<file path="src/rtl/router_fifo.sv">
// Per-destination output buffer of the 1x3 router with header tagging.
// Define ROUTER_FIFO_TRISTATE_EN to float data_out while idle.
module router_fifo #(
  parameter int DEPTH = 16,
  parameter int WIDTH = 8,
  parameter int PTR_W = 5
) (
  input  logic             clock,
  input  logic             resetn,
  input  logic             soft_reset,
  input  logic             write_enb,
  input  logic             read_enb,
  input  logic             lfd_state,
  input  logic [WIDTH-1:0] data_in,
  output logic [WIDTH-1:0] data_out,
  output logic             full,
  output logic             empty
);

  localparam int AW = PTR_W - 1;

  logic [WIDTH:0]   mem_q [DEPTH];
  logic [PTR_W-1:0] wr_ptr_q, wr_ptr_d;
  logic [PTR_W-1:0] rd_ptr_q, rd_ptr_d;
  logic [6:0]       cnt_q, cnt_d;
  logic [WIDTH-1:0] dat_q, dat_d;
  logic             oe_q, oe_d;
  logic             wr_ok, rd_ok;
  logic [WIDTH:0]   rd_ent;

  assign empty = (wr_ptr_q == rd_ptr_q);
  assign full  = (wr_ptr_q[PTR_W-1] != rd_ptr_q[PTR_W-1]) &&
                 (wr_ptr_q[AW-1:0] == rd_ptr_q[AW-1:0]);

  assign wr_ok  = write_enb & ~full;
  assign rd_ok  = read_enb & ~empty;
  assign rd_ent = mem_q[rd_ptr_q[AW-1:0]];

  always_comb begin
    wr_ptr_d = wr_ptr_q;
    rd_ptr_d = rd_ptr_q;
    cnt_d    = cnt_q;
    dat_d    = dat_q;
    oe_d     = oe_q;
    if (soft_reset) begin
      wr_ptr_d = '0;
      rd_ptr_d = '0;
      cnt_d    = '0;
      oe_d     = 1'b0;
    end else begin
      if (wr_ok)
        wr_ptr_d = wr_ptr_q + 1'b1;
      if (rd_ok) begin
        rd_ptr_d = rd_ptr_q + 1'b1;
        dat_d    = rd_ent[WIDTH-1:0];
        oe_d     = 1'b1;
        // header length counts payload plus the parity byte
        if (rd_ent[WIDTH])
          cnt_d = 7'(rd_ent[7:2]) + 7'd1;
        else if (cnt_q != 7'd0)
          cnt_d = cnt_q - 7'd1;
      end else if (cnt_q == 7'd0) begin
        oe_d = 1'b0;
      end
    end
  end

  always_ff @(posedge clock or negedge resetn) begin
    if (!resetn) begin
      wr_ptr_q <= '0;
      rd_ptr_q <= '0;
      cnt_q    <= '0;
      dat_q    <= '0;
      oe_q     <= 1'b0;
    end else begin
      wr_ptr_q <= wr_ptr_d;
      rd_ptr_q <= rd_ptr_d;
      cnt_q    <= cnt_d;
      dat_q    <= dat_d;
      oe_q     <= oe_d;
    end
  end

  // storage is intentionally left uncleared by either reset
  always_ff @(posedge clock) begin
    if (wr_ok && !soft_reset)
      mem_q[wr_ptr_q[AW-1:0]] <= {lfd_state, data_in};
  end

`ifdef ROUTER_FIFO_TRISTATE_EN
  assign data_out = oe_q ? dat_q : {WIDTH{1'bz}};
`else
  assign data_out = oe_q ? dat_q : '0;
`endif

endmodule

</file>
<file path="config.mk">
export PLATFORM = sky130hd
export DESIGN_NAME = router_fifo
export DESIGN_NICKNAME = d
export VERILOG_FILES = /design/src/rtl/router_fifo.sv
export SDC_FILE = /design/constraint.sdc
export NUM_CORES = 1
export LEC_CHECK = 0
export CAP_MARGIN = 40
export CORE_ASPECT_RATIO = 1.75
export CORE_UTILIZATION = 55
export CTS_BUF_LIST = sky130_fd_sc_hd__clkbuf_8
export CTS_CLUSTER_DIAMETER = 80
export CTS_CLUSTER_SIZE = 20
export DETAILED_ROUTE_END_ITERATION = 12
export PLACE_DENSITY = 0.81
export SYNTH_ARGS = -nofsm -noshare
export SYNTH_HDL_FRONTEND = slang
export SYNTH_SLANG_ARGS = --single-unit
</file>
<file path="constraint.sdc">
create_clock -name clock -period 2.6 [get_ports clock]
set_input_delay 0.78 -clock clock [delete_from_list [all_inputs] [get_ports clock]]
set_output_delay 0.78 -clock clock [all_outputs]
set_load 0.02 [all_outputs]
</file>
# Word-level counts from Yosys, hierarchy flattened
# Memory sizes are Yosys's and may differ from the RTL's.
# Index checks and enable logic that the tools add are counted.
[classes]
add_sub_neg = 4
n_eq_ne = 3
muxes = 14
bitwise_logic = 5
reduce_logical = 11
[ops]
columns = ["operator", "count"]
rows = [
  ["$mux W7", 4],
  ["$mux W5", 4],
  ["$add A5 B1 Y5 const B", 2],
  ["$mux W8", 1],
  ["$add A6 B1 Y7 const B", 1],
  ["$logic_not A7 Y1", 1],
  ["$reduce_bool A7 Y1", 1],
  ["$sub A7 B1 Y7 const B", 1],
  ["$reduce_bool A3 Y1", 2],
  ["$eq A5 B5 Y1", 1],
  ["$mux W1", 5],
  ["$eq A4 B4 Y1", 1],
  ["$reduce_and A2 Y1", 2],
  ["$reduce_bool A2 Y1", 2],
  ["$not A1 Y1", 3],
  ["$and A1 B1 Y1", 2],
  ["$logic_and A1 B1 Y1", 2],
  ["$logic_not A1 Y1", 1],
  ["$ne A1 B1 Y1", 1],
]
[word_totals]
register_bits = 26
ramBits = 144
inputBits = 14
memories = 1
[mem_list]
columns = ["memory", "words", "width", "rd", "rd_clocked_by_memory_dff", "write_ports", "line_no", "text"]
rows = [
  ["mem_q", 16, 9, 1, 0, 1, "22", "logic [WIDTH:0] mem_q [DEPTH];"],
]

# Longest topological paths before layout
# Gate-level depths: netlist of the first run.
[depth]
ltp_word = 7
depth_mapped = 11

# Worst setup path after synthesis of the first run
# No wires, ideal clock.
[synth_path]
kind = "register to register"
start = "reg rd_ptr_q[1]"
end = "mem mem_q[1][0] (netlist name), enable pin"
setup_ns = 0.399
arrival_ns = 2.311
required_time_ns = 2.201
path_slack_ns = -0.110
stages_incl_launch_ff = 8
n_path_buf = 2
cell_sequence = "dfrtp_1 -> buf_6 -> buf_6 -> xor2_1 -> nor4_2 -> and2_1 -> nand2b_1 -> nor4_1"
[synth_between]
elab_chain_len = 7
[synth_rtl]
columns = ["item", "line_no", "text"]
rows = [
  ["start: declaration", "24", "logic [PTR_W-1:0] rd_ptr_q, rd_ptr_d;"],
  ["start signal: assignment", "77", "rd_ptr_q <= rd_ptr_d;"],
  ["$eq A4 B4 Y1", "33", "(wr_ptr_q[AW-1:0] == rd_ptr_q[AW-1:0]);"],
  ["$logic_and A1 B1 Y1", "32", "assign full = (wr_ptr_q[PTR_W-1] != rd_ptr_q[PTR_W-1]) &&"],
  ["via full", "16", "output logic full,"],
  ["$not A1 Y1", "35", "assign wr_ok = write_enb & ~full;"],
  ["$and A1 B1 Y1", "35", ""],
  ["$logic_and A1 B1 Y1", "86", "if (wr_ok && !soft_reset)"],
  ["$mux W1", "86", ""],
  ["$mux W1 (implied by the code)", "87", "mem_q[wr_ptr_q[AW-1:0]] <= {lfd_state, data_in};"],
  ["end: declaration", "22", ""],
]
# The timed path passes the listed nets, and every way through them passes these cells.

# Worst setup path in the final report of the first run
[layout_path]
start = "reg rd_ptr_q[1]"
end = "out empty"
[layout_between]
elab_chain_len = 1
[layout_rtl]
columns = ["item", "line_no", "text"]
rows = [
  ["$eq A5 B5 Y1", "31", "assign empty = (wr_ptr_q == rd_ptr_q);"],
  ["end: declaration", "17", "output logic empty"],
]
# No other way between the ends.

==> impl_metrics.py, run 1 <==
metrics = {
    "synthesis": {
        "postSynthAreaPerCell_um2": 17.7,
        "yosys_warnings": 0,
        "netlist_instances": 415,
        "synth_area_mm2": 0.00734,
        "synth_edf_count": 144,
        "synth_ff_type": "edfxtp_1",
        "synthArstFlopShare_pct": 15.3,
        "ys_top_cells_by_area": "edfxtp_1, dfrtp_1, mux4_1",
        "synthDistinctLibCells": 52,
        "ys_seq_area_share_pct": 67.7,
        "syn_nets": 437,
        "yosysTopAreaCellShare_pct": 58.9,
        "synth-seq-cells": 170,
        "yosys.area.top_type": "edfxtp_1",
    },
    "floorplan": {
        "start_util_pct": 56.5,
        "core-area_mm2": 0.0130,
        "rows": 55,
        "die_h_um": 155,
        "num_io_pins": 24,
        "die-area_mm2": 0.0138,
        "die_w_um": 89.3,
    },
    "power_and_ir_drop": {
        "power_density_mw_per_mm2": 723,
        "p_int_mw": 4.50,
        "ir_worst_vdd_v": 0.000441,
        "power.leakage_nw": 3.04,
        "swShare_pct": 27.8,
        "clock_power_share_pct": 29.7,
        "power_switching_mw": 1.73,
        "comb_power_share_pct": 19.8,
        "seq_power_share_pct": 50.5,
    },
    "placed_design": {
        "io_buffers": 23,
        "preCtsSetupSlack_ps": 57.5,
        "hpwl_mm": 10.4,
        "dpl_cell_area_mm2": 0.00813,
        "routabilityCongestion": 0.880,
    },
    "finish": {
        "multi_input_area_mm2": 0.00219,
        "fin_nets": 514,
        "synthToLayoutAreaGrowth_pct": 17.3,
        "regArea_mm2": 0.00498,
        "drive_gt1_share_pct": 25.3,
        "post-route-util_pct": 66.2,
        "final_area_mm2": 0.00861,
        "n_fill_cell": 814,
        "diodes": 0,
    },
    "global_routing": {
        "grt_overflow_total": 0,
        "met1_usage_pct": 24.9,
        "antenna_found_initial": 0,
        "use_met3_pct": 5.09,
        "grt_pass1_vias": 4082,
        "grt_util_all_layers_pct": 23.1,
        "grtUsageMet2_pct": 41.4,
        "grt_pass1_wl_mm": 22.2,
        "grt_max_degree": 36,
        "grt_busiest_layer": "met2",
    },
    "clock_tree": {
        "cts.sinks": 170,
        "cts_tree": "done",
        "clkTransAtPathRegs_ps": 100,
        "h-tree-depth": 4,
        "cts_hold_buf": 0,
        "ctsLongestPathBuffers": 2,
        "cts-root-buf": "clkbuf_8",
        "cts_inserted_buffers": 17,
        "insertion_delay_ps": 460,
    },
    "worst_setup_path": {
        "cp_num_cells": 4,
        "cpPeakStageDelay_ps": 450,
        "reg2reg_from": "rd_ptr_q[2]$_DFFE_PN0P_",
        "r2r_end": "cnt_q[5]$_DFFE_PN0P_",
        "end_kind": "output port",
        "start_kind": "register",
        "required_ps": 1820,
        "cp_num_buf_inv": 1,
        "reg2reg_depth": 8,
        "worstPathArrival_ps": 1750,
        "cp_max_fo": 3,
        "critical-path-top-delay-family": "simple AND/OR/NAND/NOR gates",
        "r2r_setup_slack_ps": 80,
        "path_class": "reg2out",
        "crit_path_top_delay_cell": "dfrtp_2",
        "critical_path.cell_chain": "xor2_1 > nor4_2 > and2_1 > buf_6",
    },
    "hold_path": {
        "hp-start": "dat_q[7]$_DFFE_PN0P_",
        "whs_endpoint": "dat_q[7]$_DFFE_PN0P_",
        "hold-path-cell-count": 1,
        "hold_path.class": "reg2reg",
    },
    "timing": {
        "period_needed_ps": 2530,
        "setup_ws_ps": 73.7,
        "finClkSkew_ps": 11.0,
        "fmax_mhz": 396,
        "setup-violations-final": 0,
        "fin_tns_setup_ps": 0,
        "maxSlewViolCount": 0,
        "post-route-period-util_pct": 97.2,
        "rsz0062_at_grt": "yes",
        "max_slew_margin_pct": 55.1,
        "worst_pin_slew_ps": 671,
        "hold_violations": 0,
    },
    "job": {
        "maxCapViolCount": 0,
    },
    "route": {
        "via_per_inst": 5.89,
        "wl_per_cell_um": 21.7,
        "ant_nets": 0,
        "finalWirelength_mm": 14.7,
        "drtPass1Iterations": 4,
        "drtIter0Drc": 282,
        "drc": 0,
        "via_count": 3981,
    },
    "run_status": {
        "status": "finished, final reports clean",
    },
}
## cells in the mapped netlist, types with 7 or more instances
cell	instances
nor2_1	23
mux4_2	18
dfrtp_1	26
mux2i_1	23
xor2_1	9
xnor2_1	8
inv_1	7
mux4_1	17
ha_1	8
nor2b_1	7
edfxtp_1	144
and2_1	11
mux2_2	8
and3_1	13
nand2_1	11
## cell type report
cell class	count	area share (%)
multi-input cells	217	25.4
clock buffers	17	2.72
flip-flops and latches	170	57.8
inverters	8	0.349
well taps	171	2.48
clock inverters	15	2.06
repair buffers	78	9.19
## timing repair
action / 4_1_cts / 5_1_grt
pin swaps: 3 / 3
cloned: 0 / 1
endpoints found under the setup margin: 2 / 6
setup buffers: 3 / 1
gates resized for setup: 7 / 10
hold endpoints to repair: 0 / 0
## worst max-delay path by stage
stage                             from                    end  slack (ps)
6_report       rd_ptr_q[1]$_DFFE_PN0P_                  empty          70
5_1_grt        rd_ptr_q[1]$_DFFE_PN0P_                  empty         -40
2_1_floorplan  rd_ptr_q[1]$_DFFE_PN0P_  mem_q[1][0]$_DFFE_PP_        -110
4_1_cts        rd_ptr_q[0]$_DFFE_PN0P_                   full           3
3_3_place_gp   rd_ptr_q[1]$_DFFE_PN0P_   cnt_q[4]$_DFFE_PN0P_         100
3_5_place_dp   rd_ptr_q[1]$_DFFE_PN0P_   cnt_q[6]$_DFFE_PN0P_          60
## power by group through the flow
stage	Clock, mW	Combinational, mW	Sequential (mW)
after floorplan	0	0.837	3.19
after CTS	1.88	1.20	3.15
after global placement	0	1.15	3.20
after global routing	1.98	1.34	3.16
final	1.85	1.23	3.15
after detailed placement	0	1.19	3.21
## cells by family (layout without fill, tap and decap cells)
logic type | Yosys count | in the layout | share of synthesized area (%)
DFF | 170 | 170 | 67.7
and+or+nand+nor | 94 | 94 | 7.09
muxes | 67 | 67 | 16.2
AOI/OAI and AO/OA | 31 | 31 | 2.86
buffers and inverters | 28 | 118 | 2.74
xor gates and xnor gates | 17 | 17 | 2.03
adders and majority gates | 8 | 8 | 1.36
## cell usage in the layout (no fill, tap or decap), drive strengths merged, types with 2 or more instances in the layout
cell type,count
inv,17
and2,11
nor3,6
nand4,4
edfxtp,144
a32oi,2
mux2i,23
buf,56
ha,8
mux4,35
nor2,23
and3,13
nand2,11
xnor2,8
o21ai,8
clkinv,5
dfrtp,26
clkdlybuf4s50,21
nor2b,7
mux2,9
a22oi,4
a21oi,6
nand2b,4
xor2,9
a21boi,2
nand3,6
clkbuf,18
nor4,5
## per-stage QoR
| step | power (mW) | hold WS [ps] | cells |
|---|---|---|---|
| 3_5_place_dp | 4.39 | 489 | 639 |
| 3_3_place_gp | 4.35 | 486 | 639 |
| 4_1_cts | 6.23 | 512 | 674 |
| 6_report | 6.23 | 511 | 676 |
| 2_1_floorplan | 4.02 | 473 | 415 |
| 5_1_grt | 6.49 | 536 | 676 |
## flip-flops by register name, summed over array words and instances, names as in the netlist
register and cells:
cnt_q 7, dat_q 8, mem_q 144, oe_q 1, rd_ptr_q 5, wr_ptr_q 5
## metal layers
metal	up-vias	part of all wire (%)	wire length [um]
met5	-	0	0
met4	0	4.1	607
met3	40	3.5	518
met2	128	56	8210
met1	2007	36	5330
li1	1806	-	-
Note: power is estimated with default switching activity, not from simulation.
==> inputs of run 2 (changes only) <==
--- a/config.mk
+++ b/config.mk
@@ -6,13 +6,16 @@
 export NUM_CORES = 1
 export LEC_CHECK = 0
 export CAP_MARGIN = 40
+export CELL_PAD_IN_SITES_DETAIL_PLACEMENT = 0
+export CELL_PAD_IN_SITES_GLOBAL_PLACEMENT = 1
 export CORE_ASPECT_RATIO = 1.75
-export CORE_UTILIZATION = 55
+export CORE_UTILIZATION = 40
 export CTS_BUF_LIST = sky130_fd_sc_hd__clkbuf_8
 export CTS_CLUSTER_DIAMETER = 80
 export CTS_CLUSTER_SIZE = 20
 export DETAILED_ROUTE_END_ITERATION = 12
-export PLACE_DENSITY = 0.81
+export PLACE_DENSITY = 0.7
+export SLEW_MARGIN = 10
 export SYNTH_ARGS = -nofsm -noshare
 export SYNTH_HDL_FRONTEND = slang
 export SYNTH_SLANG_ARGS = --single-unit
==> run 2 against run 1 <==
Net effect:
- flip-flop and latch count is the same
- worst hold slack worse by 2.5 ps
- design area rose by 0.62%
- highest routed layer unchanged
- global-route usage is 6.2 points lower
- die area up 37%
- worst setup slack worse by 19 ps
- clock skew up 3.6 ps
- maximum frequency fell by 0.73%
- combinational power about the same
- sequential power is essentially flat
- via count down 3.5%
==> impl_metrics.py, run 2 (synthesized netlist as in run 1, its figures left out) <==
metrics = {
    "worst_setup_path": {
        "r2r_end": "cnt_q[6]$_DFFE_PN0P_",
        "cpPeakStageDelay_ps": 420,
        "required_ps": 1820,
        "end_kind": "output port",
        "critPathLaunch": "rd_ptr_q[0]$_DFFE_PN0P_",
        "cp_max_fo": 2,
        "crit_path_end": "full",
        "r2r_setup_slack_ps": 90,
        "critical_path.cell_chain": "xor2_1 > nor4_2 > buf_4 > and2_4 > buf_6",
        "worstPathArrival_ps": 1760,
        "start_kind": "register",
        "reg2reg_from": "rd_ptr_q[1]$_DFFE_PN0P_",
        "crit_path_top_delay_cell": "dfrtp_1",
        "reg2reg_depth": 8,
        "path_class": "reg2out",
    },
    "route": {
        "drtIter0Drc": 260,
        "via_count": 3843,
        "ant_nets": 0,
        "via_per_inst": 5.24,
        "drtPass1Iterations": 5,
        "drc": 0,
        "finalWirelength_mm": 14.6,
        "wl_per_cell_um": 19.9,
    },
    "placed_design": {
        "preCtsSetupSlack_ps": 11.8,
        "io_buffers": 23,
        "routabilityCongestion": 0.826,
        "hpwl_mm": 10.6,
    },
    "timing": {
        "period_needed_ps": 2540,
        "setup-violations-final": 0,
        "rsz0062_at_grt": "yes",
        "finClkSkew_ps": 14.6,
        "fmax_mhz": 393,
        "setup_ws_ps": 55.0,
        "post-route-period-util_pct": 97.9,
        "max_slew_margin_pct": 58.8,
        "whs_ps": 509,
        "fin_tns_setup_ps": 0,
        "worst_pin_slew_ps": 617,
        "hold_violations": 0,
        "maxSlewViolCount": 0,
    },
    "finish": {
        "layout_commonest_cell": "edfxtp_1",
        "synthToLayoutAreaGrowth_pct": 18.0,
        "n_fill_cell": 1489,
        "multi_input_area_mm2": 0.00219,
        "regArea_mm2": 0.00497,
        "drive_gt1_share_pct": 24.2,
        "diodes": 0,
        "layout_common_cells": "edfxtp_1, buf_4, dfrtp_1, nor2_1",
        "largest_reg_flops": 144,
        "fin_nets": 508,
    },
    "floorplan": {
        "die_w_um": 104,
        "start_util_pct": 40.9,
        "die_h_um": 181,
        "rows": 65,
        "num_io_pins": 24,
        "core-area_mm2": 0.0180,
        "die-area_mm2": 0.0189,
    },
    "run_status": {
        "status": "finished, final reports clean",
    },
    "job": {
        "maxCapViolCount": 0,
    },
    "global_routing": {
        "grt_max_degree": 27,
        "grt_pass1_wl_mm": 23.2,
        "antenna_found_initial": 0,
        "grt_pass1_vias": 4136,
        "grt_util_all_layers_pct": 16.9,
        "grt_overflow_total": 0,
    },
    "clock_tree": {
        "cts.sinks": 170,
        "cts_inserted_buffers": 17,
        "insertion_delay_ps": 460,
        "cts-root-buf": "clkbuf_8",
        "h-tree-depth": 4,
        "cts_hold_buf": 0,
        "ctsLongestPathBuffers": 2,
        "clkTransAtPathRegs_ps": 90,
        "cts_tree": "done",
    },
    "power_and_ir_drop": {
        "ir_worst_vdd_v": 0.000267,
        "fin_total_pwr_mw": 6.25,
        "power_density_mw_per_mm2": 721,
        "power.leakage_nw": 3.02,
    },
    "hold_path": {
        "hold-path-cell-count": 1,
        "hold_path.class": "reg2reg",
    },
}
==> run 2: routing by layer <==
layer,GRT usage (%),part of all wire (%),up-vias
li1,-,-,1788
met1,17.3,37,1954
met2,32.1,58,80
met3,3.32,2.6,21
met4,8.23,3.0,0
met5,0,0,-
==> run 2: area by class of cell <==
class | instances | share of cell area (%)
repair buffers | 72 | 9.02
well taps | 234 | 3.38
inverters | 8 | 0.346
clock inverters | 15 | 1.91
multi-input cells | 217 | 25.3
clock buffers | 17 | 2.70
flip-flops and latches | 170 | 57.4
==> run 2: how the worst min path moves through the flow <==
stage / from / to / slack (ps)
3_3_place_gp: dat_q[2]$_DFFE_PN0P_ / dat_q[2]$_DFFE_PN0P_ / 490
2_1_floorplan: dat_q[0]$_DFFE_PN0P_ / dat_q[0]$_DFFE_PN0P_ / 470
3_5_place_dp: dat_q[4]$_DFFE_PN0P_ / dat_q[4]$_DFFE_PN0P_ / 500
6_report: dat_q[4]$_DFFE_PN0P_ / dat_q[4]$_DFFE_PN0P_ / 510
4_1_cts: dat_q[4]$_DFFE_PN0P_ / dat_q[4]$_DFFE_PN0P_ / 520
5_1_grt: dat_q[2]$_DFFE_PN0P_ / dat_q[2]$_DFFE_PN0P_ / 530
==> run 2: critical path, delay by kind of cell (launching register included) <==
kind | cells | cell delay, ps
XOR/XNOR | 1 | 170
buffers and inverters | 2 | 270
flip-flops | 1 | 420
AND/OR/NAND/NOR | 2 | 450
==> run 2: stage by stage <==
step	std cells	cell area, um2	util (%)
floorplan	415	7340	-
global placement	697	8230	45.8
detailed placement	697	8230	45.8
global route	733	8670	48.2
CTS	732	8650	48.1
finish	733	8670	48.2
==> run 2: where the power goes <==
part / internal [mW] / switching (mW)
Combinational: 0.624 / 0.624
Sequential: 3.07 / 0.0714
Clock: 0.876 / 0.981
==> run 2: timing repair <==
action	in CTS	in global routing
gates resized for setup	11	2
pin swaps	2	2
endpoints found under the setup margin	2	4
buffers inserted	3	1
